===== src/rtl/cva6_ptw_sv32_lite.sv =====
// cva6_ptw_sv32_lite
// Minimal Sv32 page-table walker feeding the cva6_tlb_sv32 update port.
// Takes a TLB miss and walks the two-level Sv32 table through a req/gnt/rvalid
// read port. It then emits either a one-cycle update word or a page-fault pulse.
//
// Ports
//   clk_i, rst_i        clock, asynchronous active-high reset
//   flush_i             abort any walk in progress (no update, no fault)
//   satp_ppn_i          root page-table PPN, sampled on miss acceptance
//   miss_valid_i/_ready_o, miss_vaddr_i, miss_asid_i   miss request handshake
//   mem_req_o, mem_addr_o, mem_gnt_i                   PTE read request
//   mem_rvalid_i, mem_rdata_i                          PTE read response
//   update_o            {valid, is_4M, vpn[19:0], asid[8:0], pte[31:0]}
//   walking_o           high whenever the walker is not idle
//   fault_o             one-cycle page-fault pulse
//   fault_vaddr_o       vaddr of the most recent fault
module cva6_ptw_sv32_lite #(
    parameter int unsigned ASID_WIDTH = 1
) (
    input  logic                  clk_i,
    input  logic                  rst_i,
    input  logic                  flush_i,
    input  logic [21:0]           satp_ppn_i,
    input  logic                  miss_valid_i,
    output logic                  miss_ready_o,
    input  logic [31:0]           miss_vaddr_i,
    input  logic [ASID_WIDTH-1:0] miss_asid_i,
    output logic                  mem_req_o,
    output logic [33:0]           mem_addr_o,
    input  logic                  mem_gnt_i,
    input  logic                  mem_rvalid_i,
    input  logic [31:0]           mem_rdata_i,
    output logic [62:0]           update_o,
    output logic                  walking_o,
    output logic                  fault_o,
    output logic [31:0]           fault_vaddr_o
);

    typedef enum logic [2:0] {
        S_IDLE,
        S_L1_REQ,
        S_L1_WAIT,
        S_L0_REQ,
        S_L0_WAIT,
        S_DRAIN
    } state_t;

    state_t state_q, state_d;

    logic [31:0]           vaddr_q;
    logic [ASID_WIDTH-1:0] asid_q;
    logic [21:0]           root_ppn_q;
    logic [21:0]           l0_ppn_q;

    logic        upd_valid_q;
    logic [61:0] upd_payload_q;

    logic accept;
    logic l1_done, l0_done;
    logic pte_invalid, pte_leaf, pte_misaligned;
    logic take_update, take_fault, take_4m, take_next;

    // PTE decode on the raw read data; only meaningful while a WAIT state sees rvalid
    always_comb begin
        pte_invalid    = !mem_rdata_i[0] || (!mem_rdata_i[1] && mem_rdata_i[2]);
        pte_leaf       = mem_rdata_i[1] || mem_rdata_i[3];
        pte_misaligned = (mem_rdata_i[19:10] != 10'd0);
    end

    // A response that coincides with flush_i is discarded, so it never decides
    assign l1_done = (state_q == S_L1_WAIT) && mem_rvalid_i && !flush_i;
    assign l0_done = (state_q == S_L0_WAIT) && mem_rvalid_i && !flush_i;
    assign accept  = miss_valid_i && miss_ready_o;

    always_comb begin
        take_update = 1'b0;
        take_fault  = 1'b0;
        take_4m     = 1'b0;
        take_next   = 1'b0;
        if (l1_done) begin
            if (pte_invalid) begin
                take_fault = 1'b1;
            end else if (pte_leaf) begin
                if (pte_misaligned) begin
                    take_fault = 1'b1;
                end else begin
                    take_update = 1'b1;
                    take_4m     = 1'b1;
                end
            end else begin
                take_next = 1'b1;
            end
        end
        if (l0_done) begin
            if (pte_invalid || !pte_leaf) begin
                take_fault = 1'b1;
            end else begin
                take_update = 1'b1;
            end
        end
    end

    // State register
    always_ff @(posedge clk_i or posedge rst_i) begin
        if (rst_i) begin
            state_q <= S_IDLE;
        end else begin
            state_q <= state_d;
        end
    end

    // Next-state logic
    always_comb begin
        state_d = state_q;
        case (state_q)
            S_IDLE: begin
                if (accept) state_d = S_L1_REQ;
            end
            S_L1_REQ: begin
                if (flush_i)        state_d = S_IDLE;
                else if (mem_gnt_i) state_d = S_L1_WAIT;
            end
            S_L1_WAIT: begin
                // Flush with the response already here has nothing left to drain
                if (flush_i)           state_d = mem_rvalid_i ? S_IDLE : S_DRAIN;
                else if (mem_rvalid_i) state_d = take_next ? S_L0_REQ : S_IDLE;
            end
            S_L0_REQ: begin
                if (flush_i)        state_d = S_IDLE;
                else if (mem_gnt_i) state_d = S_L0_WAIT;
            end
            S_L0_WAIT: begin
                if (flush_i)           state_d = mem_rvalid_i ? S_IDLE : S_DRAIN;
                else if (mem_rvalid_i) state_d = S_IDLE;
            end
            S_DRAIN: begin
                if (mem_rvalid_i) state_d = S_IDLE;
            end
            default: state_d = S_IDLE;
        endcase
    end

    // Output logic
    always_comb begin
        miss_ready_o = 1'b0;
        mem_req_o    = 1'b0;
        mem_addr_o   = '0;
        walking_o    = (state_q != S_IDLE);
        case (state_q)
            S_IDLE: begin
                miss_ready_o = !flush_i;
            end
            S_L1_REQ: begin
                mem_req_o  = !flush_i;
                mem_addr_o = {root_ppn_q, vaddr_q[31:22], 2'b00};
            end
            S_L0_REQ: begin
                mem_req_o  = !flush_i;
                mem_addr_o = {l0_ppn_q, vaddr_q[21:12], 2'b00};
            end
            default: ;
        endcase
    end

    // Walk context
    always_ff @(posedge clk_i or posedge rst_i) begin
        if (rst_i) begin
            vaddr_q    <= '0;
            asid_q     <= '0;
            root_ppn_q <= '0;
            l0_ppn_q   <= '0;
        end else begin
            if (accept) begin
                vaddr_q    <= miss_vaddr_i;
                asid_q     <= miss_asid_i;
                root_ppn_q <= satp_ppn_i;
            end
            if (take_next) begin
                l0_ppn_q <= mem_rdata_i[31:10];
            end
        end
    end

    // Registered outcomes: valid/fault pulse for one cycle, payloads hold
    always_ff @(posedge clk_i or posedge rst_i) begin
        if (rst_i) begin
            upd_valid_q   <= 1'b0;
            upd_payload_q <= '0;
            fault_o       <= 1'b0;
            fault_vaddr_o <= '0;
        end else begin
            upd_valid_q <= take_update;
            fault_o     <= take_fault;
            if (take_update) begin
                upd_payload_q <= {take_4m, vaddr_q[31:12], 9'(asid_q), mem_rdata_i};
            end
            if (take_fault) begin
                fault_vaddr_o <= vaddr_q;
            end
        end
    end

    assign update_o = {upd_valid_q, upd_payload_q};

endmodule


===== config.mk =====
export PLATFORM = sky130hd
export DESIGN_NAME = cva6_ptw_sv32_lite
export DESIGN_NICKNAME = d
export VERILOG_FILES = /design/src/rtl/cva6_ptw_sv32_lite.sv
export SDC_FILE = /design/constraint.sdc
export NUM_CORES = 1
export LEC_CHECK = 0
export ABC_AREA = 1
export CORE_UTILIZATION = 49
export CTS_CLUSTER_SIZE = 30
export DETAILED_ROUTE_END_ITERATION = 8
export PLACE_DENSITY = 0.88
export SETUP_SLACK_MARGIN = 0.5
export SLEW_MARGIN = 10
export SYNTH_ARGS = -nofsm -noshare
export SYNTH_HDL_FRONTEND = slang
export SYNTH_SLANG_ARGS = --single-unit

===== constraint.sdc =====
create_clock -name clk_i -period 11.7 [get_ports clk_i]
set_clock_uncertainty 0.1 [all_clocks]
set_input_delay 2.925 -clock clk_i [delete_from_list [all_inputs] [get_ports clk_i]]
set_output_delay 2.925 -clock clk_i [all_outputs]
set_load 0.05 [all_outputs]

# Yosys cells after proc, flatten, opt, wreduce, memory -nomap -nowiden
# Cells that the tools add are included.
dict set report totals {
  regBits 168
  inputBits 93
  wordCells 66
  out_inout_bits 133
}
dict set report op_classes {
  n_mux 30
  eq_ne 9
  n_reduce_logical 18
}
# cell count
set op_table {}
lappend op_table {{$pmux W34 S2} 1}
lappend op_table {{$mux W3} 10}
lappend op_table {{$pmux W3 S6} 1}
lappend op_table {{$mux W1} 17}
lappend op_table {{$reduce_bool A10 Y1} 1}
lappend op_table {{$ne A3 B3 Y1 const B} 3}
lappend op_table {{$eq A3 B2 Y1 const B} 2}
lappend op_table {{$eq A3 B3 Y1 const B} 2}
lappend op_table {{$logic_and A1 B1 Y1} 6}
lappend op_table {{$logic_not A1 Y1} 4}
lappend op_table {{$reduce_and A4 Y1} 1}
lappend op_table {{$eq A3 B1 Y1 const B} 1}
lappend op_table {{$logic_not A3 Y1} 1}
lappend op_table {{$logic_or A1 B1 Y1} 3}
lappend op_table {{$reduce_bool A3 Y1} 1}
lappend op_table {{$mux W2} 1}
lappend op_table {{$ne A2 B2 Y1 const B} 1}
lappend op_table {{$reduce_or A2 Y1} 1}

# Logic depth before layout (Yosys ltp)
# Gate-level depths: netlist of the first run.
dict set report depth {
  ltp_word 9
  mapped_depth 11
  depth_no_buf 10
}

# Worst setup path after synthesis of the first run
# Ideal clock, no wire load.
dict set report synth_path {
  path_type {input port to output port}
  startpoint {input port flush_i}
  endpoint {output port mem_req_o}
  t_arrival_ps 4221
  required_time_ps 8675
  slack_ps 4454
  path_buffers 1
  path_stages 2
  path_cell_list {buf_2 -> nor3_1}
}
dict set report synth_between {
  elab_chain_cells 2
}
# element line_no
set synth_rtl {}
lappend synth_rtl {{start: declaration} 22} ;# input logic flush_i,
lappend synth_rtl {{$logic_not A1 Y1} {154, 158}}
lappend synth_rtl {{$mux W1} --}
lappend synth_rtl {{end: declaration} 28} ;# output logic mem_req_o,
# No other way between the ends.

# Worst setup path in the final report of the first run
# Same ends and word-level chain as after synthesis.

==> impl_metrics.toml, run 1 <==
[timing]
max-slew-margin-rel = 0.186
setup_ws_ns = 3.88
slew_violations = 0
hold_ws_ns = 0.375
worst_pin_slew_ns = 1.22
hold_viol = 0
setup_viol = 0
fmaxAchievable_mhz = 128
tns_ns = 0
grt_setup_unrepaired = "no"
period_needed_ns = 7.82
fin_crit_sh = 0.668

[critical_path]
arrival_ns = 4.79
end_kind = "output pin"
cp.required_ns = 8.68
path_class = "in2out"
cpMaxStageDelayCell = "clkdlybuf4s50_1"
slowest_delay_ns = 0.86
reg2reg_slack_ns = 8.89
critPathLaunchType = "input port"
critPathMaxFanout = 10
path_cells = "clkdlybuf4s50_1 > nor3_1 > clkdlybuf4s50_1"
timing.critical_path.mode_cell = "clkdlybuf4s50_1"

[floorplanning]
core_um2 = 14100
die_h_um = 123
die_area_um2 = 15100
num_io_pins = 226
dieWidth_um = 123
fp-row-count = 43
start_util = 0.509

[global_routing]
grt_pass1_vias = 6275
grt_pass1_wl_mm = 32.1
grt.total_usage = 0.282
grt_overflow = 0
antenna_found_initial = 1
grt_max_degree = 89

[yosys]
yosysMostFrequentCell = "nand2_1"
synth_top_area_share = 0.586
syn_area_um2 = 7180
synth_top_area_cell = "dfrtp_1"
syn_inst = 825
synth_warnings = 0
synth-main-ff-cell = "dfrtp_1"
synthArstFlopShare = 1.00
ys_top_cells_by_area = "dfrtp_1 (59%), nand2_1 (13%), nand3_1 (7.0%)"
synth-edff-count = 0
synth_seq_cells = 168
ys_seq_area_frac = 0.586
synthDistinctLibCells = 27
syn_area_per_cell_um2 = 8.70
synth_common_cells = "nand2_1 (253), dfrtp_1 (168), nand3_1 (101)"

[clocking]
cts_buffers = 17
clk_latency_ns = 0.41
cts_sinks = 168
clk_pin_slew_ns = 0.06
cts_tree = "yes"
cts_max_path_buffers = 2
htreeDepth = 4
post_cts_buffers = 0
cts_root_buffer = "clkbuf_16"
cts_resized = 0
cts_hold_buf = 0

[drt]
dr.pass1.iters = 5
drt-wirelength-per-cell_um = 16.8
wl_mm = 20.3
drc = 0
via_per_inst = 5.29
postRouteAntennaNets = 0
vias = 6385
dr.first_iter.drc_count = 538

[flow_run]
cap_violations = 0

[power]
ir_drop_uv = 185
p_leak_uw = 0.00480
power_density_nw_per_um2 = 282

[layout]
drive_above_1_share = 0.0487
areaGrowthSynthToFinish_pct = 37.3
nets = 1109
n_antenna_cell = 0

[placed_design]
io_buffers = 215
pre_cts_slack_ns = 3.89
hpwl_mm = 13.2
gp_congestion = 0.856

[hold_path]
hold_path_class = "reg2reg"

[run_status]
status = "finished clean"
## where the power goes
| part | switching [uW] | leakage (uW) | internal (uW) |
|---|---|---|---|
| clock | 218 | 0.000272 | 331 |
| combinational | 905 | 0.00240 | 417 |
| sequential | 123 | 0.00213 | 790 |
## stage by stage
step / util / std cells / area (um2) / total power, uW
after detailed placement: 0.659 / 1177 / 9290 / 2240
after CTS: 0.699 / 1206 / 9850 / 2790
after floorplan: - / 834 / 7210 / 1770
after global routing: 0.699 / 1206 / 9850 / 2920
after global placement: 0.659 / 1177 / 9290 / 2200
final: 0.699 / 1206 / 9850 / 2780
## per-layer routing
| layer | global-route usage | routed length [um] | up-vias | part of all wire |
|---|---|---|---|---|
| met3 | 0.0581 | 1490 | 42 | 0.074 |
| met1 | 0.356 | 8240 | 3064 | 0.41 |
| li1 | - | - | 2991 | - |
| met4 | 0.120 | 469 | 2 | 0.023 |
| met2 | 0.471 | 10000 | 286 | 0.50 |
| met5 | 0 | 13 | - | 0.00064 |
## cells in the final DEF, fill, tap and decap left out, types with 17 or more instances in the layout
master,count
clkbuf_16,17
clkdlybuf4s50_1,215
dfrtp_1,168
inv_1,83
nand2_1,253
nand3_1,101
nor2_1,30
o21ai_0,53
o22ai_1,25
## cell type report
| type | instances | area, um2 |
|---|---|---|
| Sequential cell | 168 | 4200 |
| Multi-Input combinational cell | 520 | 2330 |
| Clock inverter | 9 | 129 |
| Timing Repair Buffer | 221 | 2200 |
| Fill cell | 1081 | 4240 |
| Inverter | 88 | 335 |
| Tap cell | 180 | 225 |
| Clock buffer | 20 | 437 |
## worst max-delay path: cells and delay by family
kind                   cells  cell delay (ns)
buffers and inverters      2             1.49
and+or+nand+nor            1             0.37
## flip-flops by register name, indices dropped and copies added (netlist names)
signal and cells:
asid_q 1, fault_o 1, fault_vaddr_o 32, l0_ppn_q 22, root_ppn_q 22, state_q 3
upd_payload_q 54, upd_valid_q 1, vaddr_q 32
## worst paths after layout
path | to | cells after the start | startpoint
max reg2reg | upd_payload_q[57] | 7 | state_q[1]
min | fault_vaddr_o[11] | 2 | vaddr_q[11]
min in group asynchronous | upd_payload_q[57] | 2 | rst_i
max | mem_req_o | 3 | flush_i
min reg2reg | fault_vaddr_o[11] | 2 | vaddr_q[11]
max in group asynchronous | root_ppn_q[14] | 3 | rst_i
## cell families (layout without fill, tap and decap cells)
family | Yosys count | after routing | synth area share
buf+inv | 146 | 338 | 0.0956
flops | 168 | 168 | 0.586
compound gates | 109 | 109 | 0.0811
simple gates | 401 | 401 | 0.237
other cells | 1 | 10 | 0.000523
No activity file was read; power rests on OpenSTA's default activity.
==> inputs of run 2 (changes only) <==
--- a/config.mk
+++ b/config.mk
@@ -6,10 +6,10 @@
 export NUM_CORES = 1
 export LEC_CHECK = 0
 export ABC_AREA = 1
-export CORE_UTILIZATION = 49
+export CORE_UTILIZATION = 47
 export CTS_CLUSTER_SIZE = 30
 export DETAILED_ROUTE_END_ITERATION = 8
-export PLACE_DENSITY = 0.88
+export PLACE_DENSITY = 0.85
 export SETUP_SLACK_MARGIN = 0.5
 export SLEW_MARGIN = 10
 export SYNTH_ARGS = -nofsm -noshare
==> constraint.sdc (replaced) <==
create_clock -name clk_i -period 7.3 [get_ports clk_i]
set_clock_uncertainty 0.1 [all_clocks]
set_input_delay 1.825 -clock clk_i [delete_from_list [all_inputs] [get_ports clk_i]]
set_output_delay 1.825 -clock clk_i [all_outputs]
set_load 0.05 [all_outputs]
==> run 2 against run 1 <==
Compared with the run above:
- the flow now finishes with violations (DRC)
- combinational power is 60% higher
- final cell count rose by 0.41%
- routed wire length shrank 1.5%
- core utilization down 3.0 points
- final area fell by 0.25%
- power grew 58%
- die area grew 4.2%
- worst setup slack worse by 2.2 ns
- clock power rose by 52%
- largest power group unchanged
- highest routed layer is now met4
==> impl_metrics.toml, run 2 (synthesis gave the netlist of run 1 again) <==
[floorplanning]
dieWidth_um = 126
die_area_um2 = 15800
fp-row-count = 44
num_io_pins = 226
start_util = 0.488
core_um2 = 14700
die_h_um = 126

[layout]
largest_register_ffs = 54
reg_top3 = "upd_payload_q (54), fault_vaddr_o (32), vaddr_q (32)"
drive_above_1_share = 0.0516
mostFrequentLayoutCell = "nand2_1"
regMostFlops = "upd_payload_q"
n_antenna_cell = 0
nets = 1108
areaGrowthSynthToFinish_pct = 37.0
final_cell_mix = "nand2_1 (253), clkdlybuf4s50_1 (215), dfrtp_1 (168)"

[timing]
slew_violations = 0
setup_viol = 0
max-slew-margin-rel = 0.203
hold_viol = 0
fmaxAchievable_mhz = 179
worst_pin_slew_ns = 1.19
period_needed_ns = 5.60
setup_ws_ns = 1.70
grt_setup_unrepaired = "no"
tns_ns = 0
fin_crit_sh = 0.767

[power]
power_density_nw_per_um2 = 448
ir_drop_uv = 298
p_leak_uw = 0.00479

[drt]
dr.first_iter.drc_count = 611
drt-wirelength-per-cell_um = 16.5
drc = 15
via_per_inst = 5.20
postRouteAntennaNets = 0
vias = 6301
wl_mm = 20.0
dr.pass1.iters = 8

[clocking]
cts_resized = 0
cts_tree = "yes"
clk_latency_ns = 0.42
post_cts_buffers = 0
cts_hold_buf = 0
htreeDepth = 4
cts_buffers = 17
cts_sinks = 168
cts_max_path_buffers = 2
cts_root_buffer = "clkbuf_16"
clk_pin_slew_ns = 0.07

[global_routing]
antenna_found_initial = 0
grt_pass1_wl_mm = 32.2
grt_pass1_vias = 6286
grt_overflow = 0
grt.total_usage = 0.263
grt_max_degree = 111

[critical_path]
critPathLaunchType = "input port"
cp.required_ns = 5.38
arrival_ns = 3.67
path_class = "in2out"
end_kind = "output pin"
critPathMaxFanout = 10

[placed_design]
io_buffers = 215
hpwl_mm = 12.7
pre_cts_slack_ns = 1.72
gp_congestion = 0.875

[flow_run]
cap_violations = 0

[run_status]
status = "finished with violations"
violations = "DRC"

[hold_path]
hold_path_class = "reg2reg"
-- run 2: worst paths after layout --
check,slack [ns],end,start,cells past startpoint
max,1.70,mem_req_o,flush_i,3
min,0.37,fault_vaddr_o[9],vaddr_q[9],2
max reg2reg,4.27,upd_payload_q[12],state_q[1],6
min reg2reg,0.37,fault_vaddr_o[9],vaddr_q[9],2
max in group asynchronous,4.27,upd_payload_q[23],rst_i,3
min in group asynchronous,1.63,upd_payload_q[56],rst_i,2
-- run 2: power by group --
group	internal (uW)	total [uW]	switching (uW)	leakage (uW)
Sequential	1270	1460	194	0.00213
Combinational	668	2110	1440	0.00239
Clock	461	832	371	0.000261
Total	2390	4400	2010	0.00479
-- run 2: stage by stage --
stage	instance area [um2]	util	hold WS (ns)	power, uW	cells
floorplan	7210	-	0.342	2840	834
global placement	9290	0.632	0.349	3540	1180
detailed placement	9290	0.632	0.356	3580	1180
CTS	9830	0.669	0.374	4420	1211
global route	9830	0.669	0.388	4600	1211
finish	9830	0.669	0.373	4400	1211
-- run 2: critical path, cell delays in order --
cell	delay, ns
clkdlybuf4s50_1	0.62
nor3_1	0.36
clkdlybuf4s50_1	0.86
-- run 2: routing by layer --
metal  global-route usage  vias up  routed length [um]
met5                    0        -                   0
met2                0.442      246                9770
li1                     -     2980                   -
met3               0.0629       23                1430
met4               0.0825        0                 268
met1                0.336     3052                8490
-- run 2: cell type report --
class	instances	area [um2]
multi-input cells	520	2330
inverters	88	335
repair buffers	220	2190
fillers	1176	4870
clock buffers	21	470
clock inverters	10	72.6
flip-flops and latches	168	4200
well taps	184	230
